File: config.mk
export PLATFORM = sky130hd
export DESIGN_NAME = rf_wb_arbiter
export DESIGN_NICKNAME = d
export VERILOG_FILES = /design/src/rtl/rf_pkg.sv /design/src/rtl/rr_arbiter.sv /design/src/rtl/rf_wb_arbiter.sv
export SDC_FILE = /design/constraint.sdc
export NUM_CORES = 1
export LEC_CHECK = 0
export ABC_AREA = 1
export CORE_MARGIN = 2
export CORE_UTILIZATION = 40
export DETAILED_ROUTE_END_ITERATION = 7
export PLACE_DENSITY = 0.81
export SLEW_MARGIN = 20
export SYNTH_ARGS = -nofsm -noshare
export SYNTH_HDL_FRONTEND = slang
export SYNTH_HIERARCHICAL = 1
export SYNTH_SLANG_ARGS = --single-unit
File: constraint.sdc
create_clock -name clk -period 2.9 [get_ports clk]
set_clock_uncertainty 0.05 [all_clocks]
set_input_delay 0.58 -clock clk [delete_from_list [all_inputs] [get_ports clk]]
set_output_delay 0.58 -clock clk [all_outputs]
set_load 0.01 [all_outputs]
File: src/rtl/rf_pkg.sv
// Shared types and constants for the register-file writeback path.
// Holds the default widths and the writeback request record.
package rf_pkg;

   localparam int REG_IDX_W   = 5;
   localparam int XLEN_DEF    = 32;
   localparam int NUM_REQ_DEF = 3;

   typedef struct packed {
      logic [REG_IDX_W-1:0] rd;
      logic [XLEN_DEF-1:0]  data;
   } wb_req_t;

   // Successor of idx in a ring of n slots.
   function automatic int unsigned wrap_inc(input int unsigned idx, input int unsigned n);
      return (idx + 1 >= n) ? 0 : idx + 1;
   endfunction

endpackage

File: src/rtl/rr_arbiter.sv
// Round-robin arbiter: NUM_REQ-wide request vector in, one-hot grant out.
// The search starts at the internal pointer, which moves just past each winner.
module rr_arbiter
   import rf_pkg::*;
#(
   parameter int N = NUM_REQ_DEF
) (
   input  logic         clk,
   input  logic         reset,
   input  logic [N-1:0] req_i,
   output logic [N-1:0] gnt_o
);

   localparam int PTR_W = (N > 2) ? 2 : 1;

   logic [PTR_W-1:0] rr_ptr_q;
   logic [PTR_W-1:0] rr_ptr_d;

   always_comb begin
      int unsigned pos;
      logic        found;
      // NOTE: every output gets a default before the loop, so no path leaves one unassigned (no latch).
      gnt_o    = '0;
      rr_ptr_d = rr_ptr_q;
      found    = 1'b0;
      pos      = 0;
      for (int unsigned k = 0; k < N; k++) begin
         pos = (32'(rr_ptr_q) + k) % N;
         if (!found && !reset && req_i[pos[PTR_W-1:0]]) begin
            found                = 1'b1;
            gnt_o[pos[PTR_W-1:0]] = 1'b1;
            rr_ptr_d             = PTR_W'(wrap_inc(pos, N));
         end
      end
   end

   // NOTE: state is written with non-blocking assignments so every flop samples pre-edge values.
   always_ff @(posedge clk or posedge reset) begin
      if (reset) begin
         rr_ptr_q <= '0;
      end else begin
         rr_ptr_q <= rr_ptr_d;
      end
   end

endmodule

File: src/rtl/rf_wb_arbiter.sv
// Writeback arbiter: picks one of NUM_REQ requests per cycle and registers it onto the RF write port.
// Optional feature: define RF_WB_BYPASS_EN to add two combinational bypass lookup ports.
module rf_wb_arbiter
   import rf_pkg::*;
#(
   parameter int XLEN    = XLEN_DEF,
   parameter int NUM_REQ = NUM_REQ_DEF
) (
   input  logic                         clk,
   input  logic                         reset,
   input  logic [NUM_REQ-1:0]           req_valid,
   input  logic [NUM_REQ*REG_IDX_W-1:0] req_rd,
   input  logic [NUM_REQ*XLEN-1:0]      req_data,
   output logic [NUM_REQ-1:0]           req_ready,
   output logic                         rf_we,
   output logic [REG_IDX_W-1:0]         rf_rd,
   output logic [XLEN-1:0]              rf_wdata,
`ifdef RF_WB_BYPASS_EN
   input  logic [REG_IDX_W-1:0]         byp_rs1,
   input  logic [REG_IDX_W-1:0]         byp_rs2,
   output logic                         byp_hit1,
   output logic                         byp_hit2,
   output logic [XLEN-1:0]              byp_data1,
   output logic [XLEN-1:0]              byp_data2,
`endif
   output logic [15:0]                  conflict_cnt
);

   logic [NUM_REQ-1:0]   gnt;
   logic                 accept;
   logic                 conflict;
   logic [REG_IDX_W-1:0] sel_rd;
   logic [XLEN-1:0]      sel_data;

   logic                 rf_we_q, rf_we_d;
   logic [REG_IDX_W-1:0] rf_rd_q;
   logic [XLEN-1:0]      rf_wdata_q;
   logic [15:0]          conflict_cnt_q;

   rr_arbiter #(.N(NUM_REQ)) u_rr (
      .clk   (clk),
      .reset (reset),
      .req_i (req_valid),
      .gnt_o (gnt)
   );

   assign req_ready = gnt;
   assign accept    = |gnt;
   assign conflict  = $countones(req_valid) >= 2;

   // Grant is one-hot, so an AND-OR select picks the winner's payload.
   always_comb begin
      sel_rd   = '0;
      sel_data = '0;
      for (int i = 0; i < NUM_REQ; i++) begin
         if (gnt[i]) begin
            sel_rd   = req_rd[REG_IDX_W*i +: REG_IDX_W];
            sel_data = req_data[XLEN*i +: XLEN];
         end
      end
   end

   // Writes to x0 are accepted from the requester but never reach the port.
   assign rf_we_d = accept && (sel_rd != '0);

   always_ff @(posedge clk or posedge reset) begin
      if (reset) begin
         rf_we_q    <= 1'b0;
         rf_rd_q    <= '0;
         rf_wdata_q <= '0;
      end else begin
         rf_we_q <= rf_we_d;
         if (rf_we_d) begin
            rf_rd_q    <= sel_rd;
            rf_wdata_q <= sel_data;
         end
      end
   end

   always_ff @(posedge clk or posedge reset) begin
      if (reset) begin
         conflict_cnt_q <= '0;
      end else if (conflict && (conflict_cnt_q != 16'hFFFF)) begin
         conflict_cnt_q <= conflict_cnt_q + 16'd1;
      end
   end

   assign rf_we        = rf_we_q;
   assign rf_rd        = rf_rd_q;
   assign rf_wdata     = rf_wdata_q;
   assign conflict_cnt = conflict_cnt_q;

`ifdef RF_WB_BYPASS_EN
   always_comb begin
      byp_hit1  = rf_we_q && (rf_rd_q != '0) && (byp_rs1 == rf_rd_q);
      byp_hit2  = rf_we_q && (rf_rd_q != '0) && (byp_rs2 == rf_rd_q);
      byp_data1 = byp_hit1 ? rf_wdata_q : '0;
      byp_data2 = byp_hit2 ? rf_wdata_q : '0;
   end
`endif

endmodule

==> impl_metrics.csv, run 1 <==
group,metric,value,unit
power_and_ir_drop,powerDensity,1260,nW/um^2
global_routing,gr-total-overflow,0,
synthesis,ys_ff_latch,56,
synthesis,yosys_warnings,6,
timing,maxSlewViolCount,0,
setup_path,critical_path_required,3.05,ns
drt,vias,4276,
run,maxCapViolations,0,
die,ios,173,
die,start_util,0.411,
die,rows,36,
drt,routed_via_density,4.98,
drt,routed_wl,12300,um
layout,fill_cells,854,
drt,drt-initial-drc-count,234,
timing,post-route-period-util,0.968,
placed_design,place_inst,845,
synthesis,ys_seq_area_frac,0.350,
setup_path,cp_cell_sequence,"clkdlybuf4s50_1 -> nand2_1 -> nand3_1 -> nand3_2 -> inv_2 -> nand2_1 -> nand2_1 -> inv_2 -> nand2_4 -> nor2_4 -> buf_4 -> buf_12 -> nand2_1 -> nand2_2 -> nand2_4 -> nand3_4 -> clkbuf_16 -> o21bai_1 -> nand2_1",
synthesis,yosys.cell_types.count,31,
drt,post_drt_wl_per_cell,14.3,um
die,dieWidth,104,um
global_routing,grt_max_degree,55,
die,die_h,104,um
clock_network,cts_tree,"yes",
global_routing,antenna_found_initial,0,
setup_path,crit_fanout,11,
clock_network,cts_buffers,5,
layout,antenna_cells,0,
setup_path,cp.arrival,2.96,ns
clock_network,ctsRootBufferMaster,"clkbuf_8",
synthesis,netlist_instances,531,
clock_network,ctsHoldBuffers,0,
layout,syn_to_final_growth,57.2,%
synthesis,syn_area_per_cell,7.54,sq um
timing,fmax,0.356,GHz
synthesis,syn_nets,653,
clock_network,cts.path.max_buffers,2,
drt,final_antenna_net_count,0,
min_path,hold_class,"flip-flop to flip-flop",
setup_path,crit_top_cell,"nand2_1",
setup_path,slowest_stage,"clkdlybuf4s50_1",
timing,final.min_clock_period,2.81,ns
synthesis,synth_area,4000,sq um
placed_design,globalplace.congestion,0.873,
timing,tightest_slew,0.706,ns
timing,final_hold_viol_count,0,
layout,drive_above_1_share,0.179,
placed_design,place_hpwl,9640,um
drt,first_pass_iters,4,
timing,finalSetupViolCount,0,
power_and_ir_drop,ir_drop,0.000853,V
status,status,"finished clean",
layout,nets,847,
setup_path,crit_path_end_kind,"flip-flop",
clock_network,clkLatencyLatePin,0.30,ns
layout,stdcell_count,859,
setup_path,cp_slowest_stage_delay,0.55,ns
die,coreArea,9730,sq um
global_routing,grt_pass1_wl,19800,um
setup_path,startpoint_type,"primary input",
layout,final_util,0.647,
global_routing,grt_pass1_vias,4196,
clock_network,path_clk_slew,0.10,ns
setup_path,crit_type,"primary input to flip-flop",
clock_network,h-tree-depth,2,
power_and_ir_drop,power,7930,uW
timing,slew_headroom,0.529,
drt,drc,0,
die,die_area,10800,sq um
clock_network,numClockSinks,56,
placed_design,port_buffers,172,
global_routing,grt_util_all_layers,0.220,
timing,grt_setup_unrepaired,"false",
power_and_ir_drop,power.leakage,0.00289,uW
==> placed cells by master, fill, tap and decap left out, types with 4 or more instances in the layout <==
cell / n
o21bai_1: 31
nand4_1: 5
buf_12: 7
clkbuf_8: 5
xnor2_1: 9
inv_1: 13
inv_2: 13
dfrtp_1: 55
or2_1: 5
a21oi_1: 34
a21oi_2: 4
clkdlybuf4s50_1: 167
nand2_4: 7
nor2_1: 17
nand2_2: 7
o21ai_0: 37
buf_4: 32
nand3_2: 37
nand2_1: 195
nand3_1: 15
==> cell usage after synthesis (all sizes together) <==
master,count,area [sq um]
nor2,21,108
nand4,5,31.3
a21oi,38,205
buf,22,180
clkbuf,6,22.5
o21bai,32,240
or2,5,31.3
ha,6,75.1
xnor2,9,78.8
xor2,2,17.5
o21ai,38,194
inv,27,104
nand2,209,840
nand3,53,458
nor3,2,15.0
dfrtp,56,1400
==> worst paths after layout <==
kind | startpoint | end | slack (ns) | cells after the start
worst max-delay path | req_valid[0] | rf_wdata[20]$_DFFE_PP0P_ | 0.09 | 19
worst min-delay path | rf_rd[0]$_DFFE_PP0P_ | rf_rd[0]$_DFFE_PP0P_ | 0.45 | 2
worst max register to register | u_rr/rr_ptr_q[1]$_DFFE_PP0P_ | rf_wdata[20]$_DFFE_PP0P_ | 0.15 | 22
worst min register to register | rf_rd[0]$_DFFE_PP0P_ | rf_rd[0]$_DFFE_PP0P_ | 0.45 | 2
max in group asynchronous | reset | rf_wdata[13]$_DFFE_PP0P_ | 1.44 | 4
min in group asynchronous | reset | u_rr/rr_ptr_q[0]$_DFFE_PP0P_ | 0.47 | 2
==> logic make-up after synthesis <==
kind of cell,Yosys count,share of synthesized area
xor+xnor,11,0.0241
flops,56,0.350
compound gates,108,0.160
fa+ha+maj,6,0.0188
buf+inv,55,0.0766
simple gates,295,0.371
==> layer usage <==
layer | up-vias | GRT usage | wire [um]
met5 | - | 0 | 0
met4 | 0 | 0.0579 | 271
met3 | 22 | 0.0301 | 542
met2 | 135 | 0.405 | 6350
met1 | 1999 | 0.270 | 5160
li1 | 2120 | - | -
==> flip-flops by register name, indices dropped and copies added (netlist names) <==
register / cells
conflict_cnt: 16
rf_rd: 5
rf_wdata: 32
rf_we: 1
u_rr/rr_ptr_q: 2
==> area by class of cell <==
cell class	count	area (sq um)	area share
Multi-Input combinational cell	420	2360	0.375
Timing Repair Buffer	215	2180	0.346
Sequential cell	56	1400	0.223
Tap cell	133	166	0.0265
Inverter	27	104	0.0165
Clock buffer	7	76.3	0.0121
Clock inverter	1	8.76	0.00139
==> worst max-delay path: cells and delay by family <==
family | cells | cell delay [ns]
buffers and inverters | 6 | 1.16
AND/OR/NAND/NOR | 12 | 1.07
AO/OA/AOI/OAI | 1 | 0.14
==> where the power goes <==
group          switching (uW)  internal, uW
clock                     253           174
sequential                217          1090
combinational            3320          2880
==> stage by stage <==
stage / setup TNS [ns] / hold WS [ns] / setup WS (ns) / area (sq um)
after floorplan: 0 / 0.291 / 0.419 / 4000
after global placement: -5.12 / 0.412 / -0.163 / 6040
after detailed placement: -8.37 / 0.416 / -0.247 / 6040
after CTS: 0 / 0.441 / 0.0158 / 6130
after global routing: 0 / 0.472 / 0.0202 / 6290
final: 0 / 0.445 / 0.0921 / 6290
==> what timing repair did <==
item,CTS,global route
gates cloned,0,2
resized for setup,4,23
endpoints found under the setup margin,35,41
pin swaps,0,7
buffers inserted,0,4
(Power assumes the default switching activity.)
==> run 2, diff against run 1 <==
--- a/config.mk
+++ b/config.mk
@@ -6,10 +6,11 @@
 export NUM_CORES = 1
 export LEC_CHECK = 0
 export ABC_AREA = 1
+export CORE_ASPECT_RATIO = 0.75
 export CORE_MARGIN = 2
-export CORE_UTILIZATION = 40
+export CORE_UTILIZATION = 38
 export DETAILED_ROUTE_END_ITERATION = 7
-export PLACE_DENSITY = 0.81
+export PLACE_DENSITY = 0.77
 export SLEW_MARGIN = 20
 export SYNTH_ARGS = -nofsm -noshare
 export SYNTH_HDL_FRONTEND = slang
==> impl_metrics.csv, run 2 (synthesis gave the netlist of run 1 again) <==
group,metric,value,unit
power_and_ir_drop,p_sw,3790,uW
die,dieWidth,122,um
layout,antenna_cells,0,
layout,fill_cells,907,
global_routing,grt_pass1_vias,4052,
drt,dr_wl_met2,6010,um
min_path,hold_class,"flip-flop to flip-flop",
layout,regArea,1400,sq um
global_routing,antenna_found_initial,0,
clock_network,h-tree-depth,2,
layout,layout_common_cells,"nand2_1 (198), clkdlybuf4s50_1 (168), dfrtp_1 (55)",
power_and_ir_drop,p_int,4230,uW
die,die_h,92.9,um
clock_network,clkLatencyLatePin,0.28,ns
setup_path,crit_path_end_kind,"output pin",
layout,largest_register_ffs,32,
die,ios,173,
clock_network,path_clk_slew,0.07,ns
drt,top_layer_used,"met4",
drt,drt-initial-drc-count,318,
placed_design,globalplace.congestion,0.883,
power_and_ir_drop,seqPwrFrac,0.164,
layout,nets,849,
timing,finalSetupViolCount,0,
die,start_util,0.390,
die,coreArea,10200,sq um
placed_design,place_inst,849,
drt,post_drt_wl_per_cell,14.4,um
drt,drc,0,
power_and_ir_drop,switching_share,0.472,
placed_design,dpl_cell_area,6060,sq um
layout,syn_to_final_growth,58.9,%
global_routing,grt_util_all_layers,0.218,
layout,stdcell_count,864,
layout,fin_area,6360,sq um
power_and_ir_drop,pwr-share-comb,0.746,
drt,routed_wl,12500,um
setup_path,cp.arrival,2.13,ns
power_and_ir_drop,ir_drop,0.000979,V
clock_network,cts.path.max_buffers,2,
timing,slew_headroom,0.743,
timing,tightest_slew,0.385,ns
drt,route.layer.met1.wl,5620,um
power_and_ir_drop,powerDensity,1260,nW/um^2
status,status,"finished clean",
timing,maxSlewViolCount,0,
clock_network,cts_tree,"yes",
setup_path,critical_path_required,2.27,ns
global_routing,grt_max_degree,29,
global_routing,gr-total-overflow,0,
placed_design,port_buffers,172,
layout,multi_input_area,2350,sq um
setup_path,startpoint_type,"primary input",
setup_path,crit_fanout,7,
clock_network,ctsRootBufferMaster,"clkbuf_16",
power_and_ir_drop,clkPwrFrac,0.090,
run,maxCapViolations,0,
drt,vias,4260,
timing,post-route-period-util,0.953,
drt,final_antenna_net_count,0,
clock_network,numClockSinks,56,
global_routing,grt_pass1_wl,20000,um
placed_design,place_hpwl,9660,um
die,die_area,11400,sq um
setup_path,crit_type,"primary input to output pin",
timing,final.min_clock_period,2.76,ns
timing,fmax,0.362,GHz
die,rows,32,
power_and_ir_drop,power.leakage,0.00293,uW
layout,layout_commonest_cell,"nand2_1",
drt,first_pass_iters,4,
timing,final_hold_viol_count,0,
layout,drive_above_1_share,0.174,
drt,routed_via_density,4.93,
timing,holdWs,0.431,ns
clock_network,cts_buffers,5,
drt,wl_met3,695,um
-- run 2: cell types whose count changed in the layout (fill, tap and decap cells not counted), moves of 2 or more --
cell       change
nand2_2        -3
clkbuf_16      +3
buf_6          -2
inv_2          -4
clkbuf_1       -2
nand2_1        +3
clkbuf_8       -3
buf_4          +4
inv_1          +3
-- run 2: power groups by stage --
| stage | Combinational [uW] | Sequential [uW] | Clock, uW |
|---|---|---|---|
| detailed placement | 5590 | 1330 | 0 |
| finish | 5980 | 1310 | 723 |
| global route | 6550 | 1340 | 777 |
| CTS | 5910 | 1310 | 739 |
| floorplan | 3630 | 1400 | 0 |
| global placement | 5420 | 1320 | 0 |
-- run 2: what timing repair did --
action	CTS	global route
cloned	1	0
endpoints found under the setup margin	35	40
buffers inserted	2	4
resized for setup	4	10
hold buffers	0	0
pin swaps	2	5
-- run 2: layout make-up --
cell class / instances / area share
multi-input cells: 421 / 0.369
inverters: 27 / 0.0167
clock inverters: 1 / 0.00472
flip-flops and latches: 56 / 0.221
well taps: 136 / 0.0268
clock buffers: 7 / 0.0240
repair buffers: 216 / 0.338
-- run 2: final timing paths --
path,startpoint,end,slack [ns],depth (start not counted)
setup / recovery,req_valid[2],req_ready[1],0.14,10
hold / removal,rf_rd[1]$_DFFE_PP0P_,rf_rd[1]$_DFFE_PP0P_,0.43,2
setup reg to reg,u_rr/rr_ptr_q[0]$_DFFE_PP0P_,rf_wdata[21]$_DFFE_PP0P_,0.16,17
hold reg to reg,rf_rd[1]$_DFFE_PP0P_,rf_rd[1]$_DFFE_PP0P_,0.43,2
max in group asynchronous,reset,conflict_cnt[7]$_DFFE_PP0P_,1.46,4
min in group asynchronous,reset,u_rr/rr_ptr_q[1]$_DFFE_PP0P_,0.64,3
-- run 2: layer usage --
layer,global-route usage,up-vias
li1,-,2125
met1,0.299,2002
met2,0.364,120
met3,0.0382,13
met4,0.0374,0
met5,0,-
-- run 2: through the flow --
stage	power [uW]	TNS, ns	utilization	worst slack, ns
after floorplan	5030	0	-	0.419
after global placement	6740	-6.01	0.591	-0.206
after detailed placement	6920	-10.45	0.591	-0.337
after CTS	7960	0	0.614	0.0715
after global routing	8670	-0.0146	0.620	-0.00848
final	8020	0	0.620	0.137
-- run 2: worst max-delay path, stage by stage --
cell and delay, ns:
clkdlybuf4s50_1 0.52, inv_1 0.07, o21ai_2 0.16, nand3_2 0.14
inv_2 0.10, nand2_1 0.05, nand2_1 0.07, inv_2 0.05
nand2_4 0.09, dlygate4sd2_1 0.29
